<file path="config.mk">
export PLATFORM = sky130hd
export DESIGN_NAME = cg_amp_scheduler
export DESIGN_NICKNAME = d
export VERILOG_FILES = /design/src/rtl/cg_amp_scheduler.sv
export SDC_FILE = /design/constraint.sdc
export NUM_CORES = 1
export LEC_CHECK = 0
export CAP_MARGIN = 20
export CORE_MARGIN = 2
export CORE_UTILIZATION = 43
export DETAILED_ROUTE_END_ITERATION = 10
export GPL_ROUTABILITY_DRIVEN = 0
export GPL_TIMING_DRIVEN = 1
export REMOVE_ABC_BUFFERS = 1
export SLEW_MARGIN = 20
export SYNTH_ARGS = -nofsm -noshare
export SYNTH_HDL_FRONTEND = slang
export SYNTH_SLANG_ARGS = --single-unit
</file>
<file path="constraint.sdc">
create_clock -name clk -period 2.7 [get_ports clk]
set_input_delay 0.405 -clock clk [delete_from_list [all_inputs] [get_ports clk]]
set_output_delay 0.405 -clock clk [all_outputs]
set_load 0.01 [all_outputs]
</file>
<file path="src/rtl/cg_amp_scheduler.sv">
// Common-gate amplifier stage scheduler.
// Two requesters share one common-gate stage. A grant biases the pmos load,
// waits for the bias to settle, opens the input switch for the sample window,
// then releases for one cycle to pulse done (or abort if the owner let go early).
// Every output comes straight from a flop; all decode works on next-state values.
module cg_amp_scheduler #(
  parameter int SETTLE_CYC = 8,
  parameter int SAMPLE_CYC = 4
) (
  input  logic       clk,
  input  logic       rst,
  input  logic [1:0] req,
  output logic [1:0] grant,
  output logic       bias_n,
  output logic       in_en,
  output logic       sample,
  output logic [1:0] done,
  output logic       abort,
  output logic       busy
);

  typedef enum logic [1:0] {IDLE, BIAS, SAMP, REL} state_t;

  localparam logic [7:0] SETTLE_LD = 8'(SETTLE_CYC - 1);
  localparam logic [7:0] SAMPLE_LD = 8'(SAMPLE_CYC - 1);

  state_t     state_q, state_d;
  logic [7:0] cnt_q, cnt_d;
  logic       ptr_q, ptr_d;   // preferred requester when both ask
  logic       win_q, win_d;   // index of current owner
  logic       ab_d;           // grant is ending early

  logic [1:0] grant_q, grant_d;
  logic       bias_n_q, bias_n_d;
  logic       in_en_q, in_en_d;
  logic       sample_q, sample_d;
  logic [1:0] done_q, done_d;
  logic       abort_q;
  logic       busy_q, busy_d;

  // Next-state, counter, pointer and next-output decode.
  always_comb begin
    state_d = state_q;
    cnt_d   = cnt_q;
    ptr_d   = ptr_q;
    win_d   = win_q;
    ab_d    = 1'b0;
    case (state_q)
      IDLE: begin
        cnt_d = 8'd0;
        if (req != 2'b00) begin
          // Single requester wins outright; contention goes to the pointer.
          win_d   = (req == 2'b11) ? ptr_q : req[1];
          state_d = BIAS;
          cnt_d   = SETTLE_LD;
        end
      end
      BIAS: begin
        if (!req[win_q]) begin
          state_d = REL;
          ab_d    = 1'b1;
          ptr_d   = ~win_q;
          cnt_d   = 8'd0;
        end else if (cnt_q == 8'd0) begin
          state_d = SAMP;
          cnt_d   = SAMPLE_LD;
        end else begin
          cnt_d = cnt_q - 8'd1;
        end
      end
      SAMP: begin
        // A dropped request wins over a simultaneous natural end of window.
        if (!req[win_q]) begin
          state_d = REL;
          ab_d    = 1'b1;
          ptr_d   = ~win_q;
          cnt_d   = 8'd0;
        end else if (cnt_q == 8'd0) begin
          state_d = REL;
          ptr_d   = ~win_q;
        end else begin
          cnt_d = cnt_q - 8'd1;
        end
      end
      REL: begin
        state_d = IDLE;
        cnt_d   = 8'd0;
      end
      default: begin
        state_d = IDLE;
        cnt_d   = 8'd0;
      end
    endcase

    grant_d  = (state_d != IDLE) ? (win_d ? 2'b10 : 2'b01) : 2'b00;
    bias_n_d = !(state_d == BIAS || state_d == SAMP);
    in_en_d  = (state_d == SAMP);
    sample_d = (state_d == SAMP);
    done_d   = (state_d == REL && !ab_d) ? grant_d : 2'b00;
    busy_d   = (state_d != IDLE);
  end

  // State and registered outputs; reset overrides everything.
  always_ff @(posedge clk) begin
    if (rst) begin
      state_q  <= IDLE;
      cnt_q    <= 8'd0;
      ptr_q    <= 1'b0;
      win_q    <= 1'b0;
      grant_q  <= 2'b00;
      bias_n_q <= 1'b1;
      in_en_q  <= 1'b0;
      sample_q <= 1'b0;
      done_q   <= 2'b00;
      abort_q  <= 1'b0;
      busy_q   <= 1'b0;
    end else begin
      state_q  <= state_d;
      cnt_q    <= cnt_d;
      ptr_q    <= ptr_d;
      win_q    <= win_d;
      grant_q  <= grant_d;
      bias_n_q <= bias_n_d;
      in_en_q  <= in_en_d;
      sample_q <= sample_d;
      done_q   <= done_d;
      abort_q  <= ab_d;
      busy_q   <= busy_d;
    end
  end

  assign grant  = grant_q;
  assign bias_n = bias_n_q;
  assign in_en  = in_en_q;
  assign sample = sample_q;
  assign done   = done_q;
  assign abort  = abort_q;
  assign busy   = busy_q;

endmodule

</file>
==> metrics, run 1 <==
total power=1.51 mW; worst vdd ir=0.569 mV; reg2reg start=cnt_q[0]; part of the cycle the worst path needs=approximately 88%; post-synth cell types=41; Synth top area share=between 30 and 40%; largest net degree at the start of global routing=13; Worst Setup End Kind=flop; clk_lat worst skew=~0.30 ns; number of flops mapped to enable cells by yosys=0; CP max FO=6; area of the die=0.00298 mm^2; Leak Pwr=0.524 nW; Synth area leaders=dfxtp_1 36%, ha_1 11%, nor2_1 4.1%, a21oi_1 3.2%, nor3_1 3.2%; DP HPWL=around 1800 um; worst reg2reg setup slack=0.33 ns; total negative setup slack=0 ns; ANT nets after route=0; Commonest cells post-synth=20 x dfxtp_1, 12 x nor2_1, 10 x ha_1, 9 x nand2_1; vias in the first global route=861; Reg area=about 400 um^2; DR iter-0 viols=18; FMAX=423 MHz; Post-Syn Area per Cell=8.82 um^2; #FFs+latches synth=20; Tightest Pin Transition=0.558 ns; Die H=54.6 um; Hold Crit Depth=2; Post CTS Setup Buffer Count=0; Site Rows=18; Final setup viols=0; pins over their slew limit=0; Core Box Area=0.00245 mm^2; total CTS buffers=3; CP required=2.90 ns; Mapped Cells=roughly 130; Die W=between 50 and 60 um; max_cap viols=0; Layout area overhead=17.6%; leading area contributor after synthesis=dfxtp_1; WL/cell=around 14 um; clock slew seen by the registers of the worst setup and hold paths=0.12 ns; first-pass GRT wire length=3900 um; Synth Cell Area=~0.0011 mm^2; Clock Tree Buf Depth=2; share of cells above drive strength 1=13.6%; worst hold slack=0.527 ns; via count=939; Hold Crit Start=cnt_q[6]; Rel. slew slack=approximately 63%; Tmin final=2.37 ns; cts hold-fix bufs=0; Post-synth ARST share=0%; DRT Wirelength=about 2300 um; htree depth=1; antenna violations before repair=0; Worst R2R End=bias_n; met3 WL=33 um; sink count of the clock tree=20; gr usage total=~18%; CTS tree=done; RSZ-0062 raised after global routing=no; Synth Flop Type=dfxtp_1; First-pass DRT Iterations=4; Metal-1 WL=1240 um; YS warnings=0; pre-CTS setup slack=0.220 ns; multi-input logic area=approximately 650 um^2; final hold vios=0; most common cell in the netlist=dfxtp_1; highest routed layer=met4; clock tree root buffer cell=clkbuf_4; critical path launch point type=flop; Residual DRC=0; Ports=13; Worst Slack Setup Final=about 0.33 ns; post_cts resized=0; nets@finish=155; fillers=240; R2R depth=9; Starting Density=44.9%; WHS Endpoint=cnt_q[6]; pwr dens=about 1200 mW/mm^2; Clock Skew=0.00244 ns; vias per cell=5.52; Worst Setup Path Type=flop to flop; I/O Buffers=12; outcome=finished, final reports clean; met2 wire length=1020 um; sequential fraction of the synthesis area=36.3%; critical path arrival=2.56 ns; Hold Crit Class=flop to flop; total grt overflow=0; n_diodes=0
power breakdown:
group | switching [mW] | internal, mW | total (mW)
registers | 0.0687 | 0.385 | 0.453
clock network | 0.0934 | 0.0821 | 0.176
logic | 0.459 | 0.420 | 0.879
layout by cell type, fill, tap and decap left out, drive strengths merged, types with 2 or more instances in the layout:
master | Yosys | final
a211oi | 2 | 2
a21oi | 8 | 8
a31oi | 2 | 2
buf | 2 | 4
clkbuf | 3 | 4
clkdlybuf4s50 | 0 | 12
dfxtp | 20 | 20
ha | 10 | 10
inv | 7 | 7
nand2 | 9 | 9
nand3 | 3 | 3
nor2 | 12 | 12
nor3 | 7 | 7
nor3b | 2 | 2
o21ai | 7 | 7
o221a | 2 | 2
o31ai | 2 | 2
or2 | 3 | 3
or3 | 3 | 3
worst max path at each step:
stage	start	to	slack, ns	cells past startpoint
floorplan	cnt_q[0]	bias_n	0.53	7
global placement	req[1]	bias_n	0.24	7
detailed placement	req[1]	bias_n	0.22	7
CTS	cnt_q[0]	bias_n	0.33	9
global route	cnt_q[0]	done[1]	0.19	11
finish	cnt_q[0]	bias_n	0.33	9
per-layer routing:
metal / vias to the layer above / GRT usage, %
li1: 484 / -
met4: 0 / 5.00
met2: 6 / 26.8
met1: 447 / 26.2
met5: - / 0
met3: 2 / 3.28
area by class of cell:
cell class | instances | area share [%]
Sequential cell | 20 | 30.9
Multi-Input combinational cell | 93 | 49.8
Inverter | 7 | 2.03
Timing Repair Buffer | 16 | 11.6
Tap cell | 30 | 2.90
Clock buffer | 4 | 2.80
logic make-up after synthesis:
logic type / Yosys count / share of synthesized area [%]
compound gates: 32 / 20.3
xor+xnor: 1 / 0.795
fa+ha+maj: 10 / 11.4
buf+inv: 12 / 5.11
flops: 20 / 36.3
mux: 1 / 2.04
simple gates: 49 / 24.1
per-stage QoR:
| stage | cells | utilization [%] | cell area, um^2 |
|---|---|---|---|
| after floorplan | 120 | - | 1070 |
| after global placement | 166 | 51.3 | 1260 |
| after detailed placement | 166 | 51.3 | 1260 |
| after CTS | 170 | 52.8 | 1300 |
| after global routing | 170 | 52.8 | 1300 |
| final | 170 | 52.8 | 1300 |
critical path: stages (launching register included):
cell     delay (ns)
dfxtp_1        0.40
inv_1          0.12
ha_1           0.22
nor3b_1        0.15
buf_4          0.15
and2_1         0.17
o32a_2         0.34
o21a_1         0.19
ha_1           0.26
or2_2          0.26
sequential cells by signal (all words and copies together), names as in the netlist:
name     flops
cnt_q        8
sample       1
bias_n       1
ptr_q        1
done         2
state_q      2
abort        1
busy         1
grant        2
win_q        1
No activity file was read; power rests on OpenSTA's default activity.
==> run 2, diff against run 1 <==
--- a/config.mk
+++ b/config.mk
@@ -10,7 +10,7 @@
 export CORE_UTILIZATION = 43
 export DETAILED_ROUTE_END_ITERATION = 10
 export GPL_ROUTABILITY_DRIVEN = 0
-export GPL_TIMING_DRIVEN = 1
+export GPL_TIMING_DRIVEN = 0
 export REMOVE_ABC_BUFFERS = 1
 export SLEW_MARGIN = 20
 export SYNTH_ARGS = -nofsm -noshare
==> run 2 against run 1 <==
  * Power fell by 6.5%
  * Sequential power about the same
  * Sequential cell count is the same
  * First-iteration DRC count decreased by 17%
  * Highest routed layer unchanged
==> metrics, run 2 (synthesis results as in run 1) <==
outcome=finished, final reports clean; Layout area overhead=14.1%; register share of total power=32.0%; clock share of power=9.8%; worst reg2reg setup slack=between 0.3 and 0.4 ns; leading cell type in the layout, fill and taps excluded=dfxtp_1; final hold vios=0; first-pass GRT wire length=3590 um; Post CTS Setup Buffer Count=0; Logic pwr share=58.2%; multi-input logic area=651 um^2; FMAX=421 MHz; CP max FO=9; nets@finish=151; gr usage total=approximately 17%; total grt overflow=0; Die H=54.6 um; Worst Setup Path Type=flop to flop; critical path launch point type=flop; Starting Density=roughly 45%; DP HPWL=1650 um; Worst R2R End=bias_n; Tightest Pin Transition=roughly 0.59 ns; htree depth=1; WHS Endpoint=cnt_q[5]; Site Rows=18; pwr dens=1120 mW/mm^2; total CTS buffers=3; max_cap viols=0; Core Box Area=approximately 0.0025 mm^2; dpl cell area=0.00123 mm^2; fillers=238; vias per cell=approximately 5.5; share of cells above drive strength 1=11.1%; critical path arrival=2.58 ns; clk_lat worst skew=0.30 ns; vias in the first global route=799; pins over their slew limit=0; worst hold slack=0.525 ns; worst vdd ir=0.723 mV; Reg area=between 400 and 500 um^2; max reg flops=8; sink count of the clock tree=20; Hold Crit Depth=2; Final setup viols=0; DR iter-0 viols=15; total power=between 1 and 1.5 mW; DRT Wirelength=2170 um; WL/cell=13.2 um; clock tree root buffer cell=clkbuf_4; total negative setup slack=0 ns; CTS tree=done; Biggest register=cnt_q; ANT nets after route=0; Worst Setup End Kind=flop; part of the cycle the worst path needs=88.0%; n_diodes=0; Ports=13; First-pass DRT Iterations=4; P_sw=a little under 0.6 mW; Clock Skew=0.00618 ns; I/O Buffers=12; Clock Tree Buf Depth=2; post_cts resized=0; largest net degree at the start of global routing=13; fin area=around 0.0013 mm^2; CP required=2.90 ns; post-layout util=51.2%; Residual DRC=0; reg2reg start=state_q[1]; via count=913; R2R depth=7; antenna violations before repair=0; cts hold-fix bufs=0; Die W=~55 um; Leak Pwr=0.501 nW; clock slew seen by the registers of the worst setup and hold paths=~0.11 ns; leading cell types in the layout, fill and taps excluded=20 x dfxtp_1, 12 x nor2_1, 12 x clkdlybuf4s50_1; RSZ-0062 raised after global routing=no; Sw Ratio=a little over two fifths; Hold Crit Start=cnt_q[5]; Rel. slew slack=around three fifths; Tmin final=between 2 and 2.5 ns; area of the die=0.00298 mm^2; Int Power=between 0.8 and 0.9 mW; Hold Crit Class=flop to flop
[run 2: critical path: stages (launching register included)]
cell and delay (ns):
dfxtp_1 0.42, inv_1 0.11, ha_1 0.30, nor3_1 0.30, a211oi_1 0.09, o31ai_1 0.50
ha_1 0.31, or2_2 0.26
[run 2: power by group through the flow]
| stage | Sequential (mW) | Clock (mW) | Combinational, mW |
|---|---|---|---|
| final | 0.451 | 0.138 | 0.820 |
| after global routing | 0.465 | 0.162 | 0.928 |
| after CTS | 0.450 | 0.147 | 0.819 |
| after detailed placement | 0.458 | 0 | 0.814 |
| after global placement | 0.456 | 0 | 0.804 |
| after floorplan | 0.467 | 0 | 0.580 |
[run 2: worst max path at each step]
stage                    start      end  slack (ns)
finish              state_q[1]   bias_n        0.32
global route        state_q[1]  done[0]        0.06
CTS                   cnt_q[0]  done[0]        0.11
detailed placement      req[1]   bias_n        0.02
global placement        req[1]   bias_n       -0.04
floorplan             cnt_q[0]   bias_n        0.53
[run 2: area by class of cell]
| cell class | instances | share of cell area (%) |
|---|---|---|
| multi-input cells | 93 | 51.7 |
| flip-flops and latches | 20 | 31.8 |
| clock buffers | 3 | 1.79 |
| inverters | 7 | 2.09 |
| well taps | 30 | 2.99 |
| repair buffers | 12 | 9.55 |
[run 2: metrics by stage]
stage                     setup WS (ns)  std cells
after floorplan                   0.526        120
after global placement          -0.0442        162
after detailed placement         0.0166        162
after CTS                         0.105        165
after global routing             0.0585        165
final                             0.323        165
[run 2: layer usage]
layer / wire length, um / up-vias / global-route usage, %
li1: - / 475 / -
met3: 75 / 2 / 6.01
met2: 946 / 15 / 25.2
met1: 1130 / 421 / 22.6
met4: 20 / 0 / 5.83
met5: 0 / - / 0
==> run 3, diff against run 2 <==
--- a/config.mk
+++ b/config.mk
@@ -7,10 +7,11 @@
 export LEC_CHECK = 0
 export CAP_MARGIN = 20
 export CORE_MARGIN = 2
-export CORE_UTILIZATION = 43
+export CORE_UTILIZATION = 45
 export DETAILED_ROUTE_END_ITERATION = 10
 export GPL_ROUTABILITY_DRIVEN = 0
 export GPL_TIMING_DRIVEN = 0
+export PLACE_DENSITY = 0.66
 export REMOVE_ABC_BUFFERS = 1
 export SLEW_MARGIN = 20
 export SYNTH_ARGS = -nofsm -noshare
==> run 3 against run 2 <==
  * Combinational power rose by 2.7%
  * Clock-buffer cell count stayed put
  * Power increased by 9.5%
  * Register-to-register slack improved by 0.06 ns
  * Routed wire length rose by 5.6%
  * First-iteration DRC count increased by 80%
  * Clock skew is 0.0054 ns lower
  * Final cell count decreased by 0.61%
  * Fmax rose by 2.7%
  * Largest power group unchanged
==> metrics, run 3 (synthesis results as in run 1) <==
Residual DRC=0; Finished Layout Cells=164; DR iter-0 viols=27; nets@finish=around 150; Clock Skew=0.000818 ns; worst path bufs/invs=1; Die W=53.5 um; leading cell types in the layout, fill and taps excluded=20 x dfxtp_1, 12 x nor2_1, 12 x clkdlybuf4s50_1; via count=968; Worst Setup Path Type=flop to flop; CP max stage delay=0.42 ns; I/O Buffers=12; Crit path top cell by count=ha_1; Biggest register=cnt_q; Layout area overhead=17.0%; clk_lat worst skew=approximately 0.30 ns; leading cell type in the layout, fill and taps excluded=dfxtp_1; Ports=13; Worst Setup End Kind=flop; worst vdd ir=roughly 0.6 mV; sink count of the clock tree=20; vias in the first global route=916; First-pass DRT Iterations=4; pwr dens=around 1200 mW/mm^2; FMAX=432 MHz; gr usage total=roughly a fifth; part of the cycle the worst path needs=85.7%; htree depth=1; CP max FO=9; Tightest Pin Transition=slightly below 0.6 ns; Slowest cell on crit path=dfxtp_1; n_diodes=0; CP required=2.91 ns; antenna violations before repair=0; outcome=finished, final reports clean; first-pass GRT wire length=3970 um; Hold Crit Class=flop to flop; Die H=53.5 um; Leak Pwr=roughly 0.52 nW; DP HPWL=1770 um; Clock Tree Buf Depth=2; critical path launch point type=flop; total grt overflow=0; final hold vios=0; crit-path leading delay family=adder cells; area of the die=0.00286 mm^2; Core Box Area=0.00225 mm^2; share of cells above drive strength 1=12.5%; WL/cell=around 14 um; multi-input logic area=roughly 660 um^2; DRT Wirelength=2290 um; cts hold-fix bufs=0; sequence of cells on the critical path=inv_1 > ha_1 > nor3_1 > a211oi_1 > o31ai_2 > ha_1 > or2_2; CTS tree=done; fillers=226; Starting Density=48.9%; vias per cell=5.90; max_cap viols=0; RSZ-0062 raised after global routing=no; total CTS buffers=3; clock slew seen by the registers of the worst setup and hold paths=0.12 ns; Rel. slew slack=60.7%; Final setup viols=0; Site Rows=17; total power=around 1.5 mW; Tmin final=approximately 2.3 ns; Reg area=approximately 400 um^2; max reg flops=8; post-layout util=57.2%; pins over their slew limit=0; largest net degree at the start of global routing=13; clock tree root buffer cell=clkbuf_4; ANT nets after route=0; Cells after DPL=160; Post CTS Setup Buffer Count=0; critical path arrival=2.52 ns
run 3: changes by cell type in the layout (fill, tap and decap cells not counted), sizes merged:
cell and delta:
bufinv +1
run 3: through the flow:
| stage | hold WS [ns] | setup slack [ns] | setup TNS (ns) | area [um^2] |
|---|---|---|---|---|
| after CTS | 0.525 | 0.000409 | 0 | 1280 |
| after detailed placement | 0.508 | -0.109 | -0.245 | 1230 |
| after global routing | 0.548 | 0.166 | 0 | 1290 |
| after global placement | 0.484 | -0.0822 | -0.145 | 1230 |
| after floorplan | 0.472 | 0.526 | 0 | 1070 |
| final | 0.528 | 0.386 | 0 | 1290 |
run 3: timing repair:
action,4_1_cts,5_1_grt
setup endpoints to repair,0,6
resized for setup,0,2
hold endpoints to repair,0,0
run 3: final timing paths:
path                    from       end  slack [ns]  cells past startpoint
hold / removal      cnt_q[5]  cnt_q[5]        0.53                      2
setup reg to reg  state_q[1]    bias_n        0.39                      7
hold reg to reg     cnt_q[5]  cnt_q[5]        0.53                      2
setup / recovery  state_q[1]    bias_n        0.39                      7
run 3: final cells by class:
cell class,count,area share [%]
multi-input combinational,93,50.8
timing repair buffer,12,9.31
sequential,20,31.0
clock inverter,1,2.33
tap,28,2.72
inverter,7,2.04
clock buffer,3,1.75
run 3: power by group:
| part | total [mW] | switching (mW) | internal, mW |
|---|---|---|---|
| sequential | 0.454 | 0.0690 | 0.385 |
| clock | 0.248 | 0.0983 | 0.150 |
| combinational | 0.842 | 0.458 | 0.384 |
run 3: per-layer routing:
metal  part of all wire (%)  routed length [um]  GRT usage, %  vias up
met5                      0                   0             0        -
met4                   0.74                  17          9.83        0
met3                    4.1                  93          2.82        2
met2                     50                1140          31.1       23
met1                     45                1040          24.1      468
li1                       -                   -             -      475
run 3: tightest hold or removal path, cell delays in order (launching register included):
cell     delay, ns
dfxtp_1       0.36
o31ai_1       0.09
a21oi_2       0.05
==> edit 1, RTL diff (config.mk and constraints of run 2) <==
Change the parameter `SETTLE_CYC` from 8 to 7.
--- a/src/rtl/cg_amp_scheduler.sv
+++ b/src/rtl/cg_amp_scheduler.sv
@@ -4,7 +4,7 @@
 // then releases for one cycle to pulse done (or abort if the owner let go early).
 // Every output comes straight from a flop; all decode works on next-state values.
 module cg_amp_scheduler #(
-  parameter int SETTLE_CYC = 8,
+  parameter int SETTLE_CYC = 7,
   parameter int SAMPLE_CYC = 4
 ) (
   input  logic       clk,
Formal check against the unedited RTL: not equivalent (a bounded check fails within 10 cycles, from zero or initial values and one cycle with rst high).
==> edit 1 against run 2 <==
Sequential power up 3%. Wire length increased by 4.3%. Worst setup slack got worse by 0.066 ns. First-iteration DRC count is 73% higher. Synthesized area is 0.23% higher. Synthesized cell count down 1.6%. Sequential cell count is the same. Design area up 3.0%. Highest routed layer unchanged. Final cell count increased by 0.61%. Total power increased by 17%.
==> edit 1: results (changes against run 2) <==
Status - complete, no violations
Reg clk slew, reported paths - 0.13 ns (+0.02 ns)
Met2 usage - 30.8% (+5.6 points)
Synth cell count leaders - 20 x dfxtp_1, 13 x nor2_1, 11 x nand2_1, 10 x ha_1
Wire per inst - 13.6 µm (+3.7%)
GR Util met3 - 2.46% (-3.6 points)
IR drop worst, VDD - 591 µV (-18%)
Clock network power - 252 µW (+83%)
Total track usage - 17.2% (+0.23 points)
DP Worst Slack - -0.00182 ns (-0.0184 ns)
LEAKAGE - 0.000524 µW (+4.6%)
Critical Path AT - 2.65 ns (+0.07 ns)
Vias per cell - 5.63 (+1.7%)
Switching Share - 41.6% (-0.63 points)
First-pass GRT wire length - 3680 µm (+2.5%)
Register area share after synthesis - 36.2% (-0.082 points)
Largest delay contributor family on the critical path - simple AND/OR/NAND/NOR gates
Post-DP Area - 1240 µm² (+1.0%)
Total sequential power - 464 µW (+3%)
Switching power total - 686 µW (+15%)
Synth top area cells - dfxtp_1 36%, ha_1 11%, nor2_1 4.4%
Number of global-route vias before repair - 914 (+14%)
Detailed Place HPWL - 1750 µm (+5.9%)
Fraction of layout cells with a size suffix above 1 - 11.0% (-0.082 points)
Critical-path top delay cell - and2_1
M1 GR Usage - 19.7% (-2.9 points)
Avg Inst Size Synth - 8.98 µm² (+1.9%)
-- edit 1: changes by cell type in the layout (fill, tap and decap cells not counted), sizes merged, moves of 2 or more --
cell    before  now
nand2        9   11
or3          3    5
o221a        2    0
nor3         7    5
nand2b       0    2
mux2         0    2
o21ai        7    2
nor3b        2    0
a32o         0    2
-- edit 1: cell families (layout without fill, tap and decap cells) --
group	after synthesis	in the layout	share of synthesized area, %
simple gates	51	51	25.8
compound gates	27	27	18.3
flops	20	20	36.2
buf+inv	11	24	4.53
fa+ha+maj	10	10	11.3
mux	3	3	2.94
xor+xnor	1	1	0.793
-- edit 1: worst min-delay path, stage by stage (launching register included) --
cell	delay, ns
dfxtp_1	0.35
nand2_1	0.06
a21oi_1	0.05
-- edit 1: metal layers --
layer / wire [µm] / part of all wire, %
met5: 0 / 0
met4: 13 / 0.57
met3: 40 / 1.8
met2: 1120 / 49
met1: 1090 / 48
-- edit 1: final timing paths --
kind	from	end	slack, ns	depth (start not counted)
hold reg to reg	cnt_q[6]$_SDFFE_PP0P_	cnt_q[6]$_SDFFE_PP0P_	0.49	2
hold / removal	cnt_q[6]$_SDFFE_PP0P_	cnt_q[6]$_SDFFE_PP0P_	0.49	2
setup reg to reg	cnt_q[0]$_SDFFE_PP0P_	bias_n$_SDFF_PP1_	0.26	8
setup / recovery	cnt_q[0]$_SDFFE_PP0P_	bias_n$_SDFF_PP1_	0.26	8
-- edit 1: layout make-up --
type,count,share of cell area [%]
flip-flops and latches,20,30.9
well taps,30,2.90
clock buffers,3,1.74
clock inverters,1,2.32
multi-input cells,92,50.5
repair buffers,12,9.28
inverters,8,2.32
==> edit 2, RTL diff (config.mk and constraints of run 2) <==
Without the edit above. Encoding of `state_t`: now one-hot (4 bits for 4 states).
--- a/src/rtl/cg_amp_scheduler.sv
+++ b/src/rtl/cg_amp_scheduler.sv
@@ -19,7 +19,7 @@
   output logic       busy
 );
 
-  typedef enum logic [1:0] {IDLE, BIAS, SAMP, REL} state_t;
+  typedef enum logic [3:0] {IDLE = 4'b0001, BIAS = 4'b0010, SAMP = 4'b0100, REL = 4'b1000} state_t;
 
   localparam logic [7:0] SETTLE_LD = 8'(SETTLE_CYC - 1);
   localparam logic [7:0] SAMPLE_LD = 8'(SAMPLE_CYC - 1);
Check against the original RTL: same outputs for any inputs over 10 cycles, from zero or initial values and one cycle with rst high; not proved beyond that.
==> edit 2 against run 2 <==
Synthesized area is 1.8% lower. Maximum frequency rose by 25%. Wire length shrank 4.6%. Sequential cell count grew 2. First-iteration DRC count increased by 60%. Worst setup slack better by 0.48 ns. Global-route usage fell by 0.86 points. Design area grew 0.60%. Register-to-register slack better by 0.49 ns. Count of clock-buffer cells in the layout unchanged.
Power is not compared: it rests on default switching activity, and its combinational part moved more than twofold at a synthesized area within 25%.
==> edit 2: results (changes against run 2) <==
Status - complete, no violations
Critical Path AT - 2.11 ns (-0.47 ns)
Largest delay contributor family on the critical path - multiplexers
CP max stage delay - 0.57 ns (+0.07 ns)
Vias post-DR - 884 (-3.2%)
Synth top area cells - dfxtp_1 41%, a21oi_1 4.2%, nor2_1 3.8%
Final setup margin - 0.804 ns (+0.481 ns)
Largest net degree at the start of global routing - 14 (+1)
Total track usage - 16.1% (-0.86 points)
Reg clk slew, reported paths - 0.13 ns (+0.02 ns)
GR Util met3 - 5.83% (-0.18 points)
Worst r2r src - cnt_q[0]$_SDFFE_PP0P_
Longest Clk Path Bufs - 2 (unchanged)
Number of global-route vias before repair - 769 (-3.8%)
FF-to-FF End - ptr_q$_SDFFE_PP0P_
CP Launch Point - req[1]
Critical Path Sink - ptr_q$_SDFFE_PP0P_
Internal reg-to-reg setup slack - 0.81 ns (+0.49 ns)
Post-Synth XOR/XNOR Area - 4.05% (+3.3 points)
HP Start - cnt_q[1]$_SDFFE_PP0P_
Post_cts resized - 0 (unchanged)
Critical-path top delay cell - mux2i_1
Post-DP Area - 1210 µm² (-1.4%)
Compound-Gate Fraction of Synth Area - 16.5% (-3.8 points)
Wire per inst - 13.0 µm (-0.96%)
M1 GR Usage - 20.5% (-2.1 points)
Post-synthesis mux area share - 3.01% (+0.96 points)
First DRT Iteration DRCs - 24 (+9)
Adder-cell area share of the yosys netlist - 2.31% (-9.0 points)
Register area share after synthesis - 40.7% (+4.4 points)
Maximum fanout along the worst path - 6 (-3)
Worst slew margin - 55.2% (-5.1 points)
DP Worst Slack - 0.491 ns (+0.474 ns)
Met2 usage - 26.5% (+1.3 points)
DRT Pass-1 Iters - 5 (+1)
Hold EP - cnt_q[1]$_SDFFE_PP0P_
Worst Reg-to-Reg Cells - 6 (-1)
First-pass GRT wire length - 3410 µm (-5.2%)
Clk_skew - 0.00771 ns (+0.00154 ns)
Fraction of layout cells with a size suffix above 1 - 12.4% (+1.3 points)
Synth cell count leaders - 22 x dfxtp_1, 11 x nor2_1, 9 x a21oi_1, 9 x nand2_1, 6 x nor3_1
edit 2: through the flow:
stage	hold WS [ns]	utilization (%)	instances	total power [µW]
final	0.493	52.0	159	793
after global routing	0.523	52.0	159	840
after CTS	0.495	52.0	159	805
after detailed placement	0.477	49.8	155	548
after global placement	0.481	49.8	155	546
after floorplan	0.452	-	113	497
edit 2: final cells by class:
type | instances | area (µm²)
Fill cell | 239 | 1170
Multi-Input combinational cell | 88 | 603
Sequential cell | 22 | 440
Timing Repair Buffer | 12 | 120
Tap cell | 30 | 37.5
Clock inverter | 1 | 30.0
Clock buffer | 3 | 22.5
Inverter | 3 | 11.3
edit 2: where the power goes:
part | internal (µW) | leakage, µW | switching [µW]
combinational | 81.6 | 0.000258 | 93.1
clock | 150 | 0.0000279 | 102
sequential | 345 | 0.000180 | 22.2
edit 2: metal layers:
| metal | wire length, µm | share of wire (%) |
|---|---|---|
| met1 | 997 | 48 |
| met2 | 991 | 48 |
| met3 | 77 | 3.7 |
| met4 | 8 | 0.39 |
| met5 | 0 | 0 |
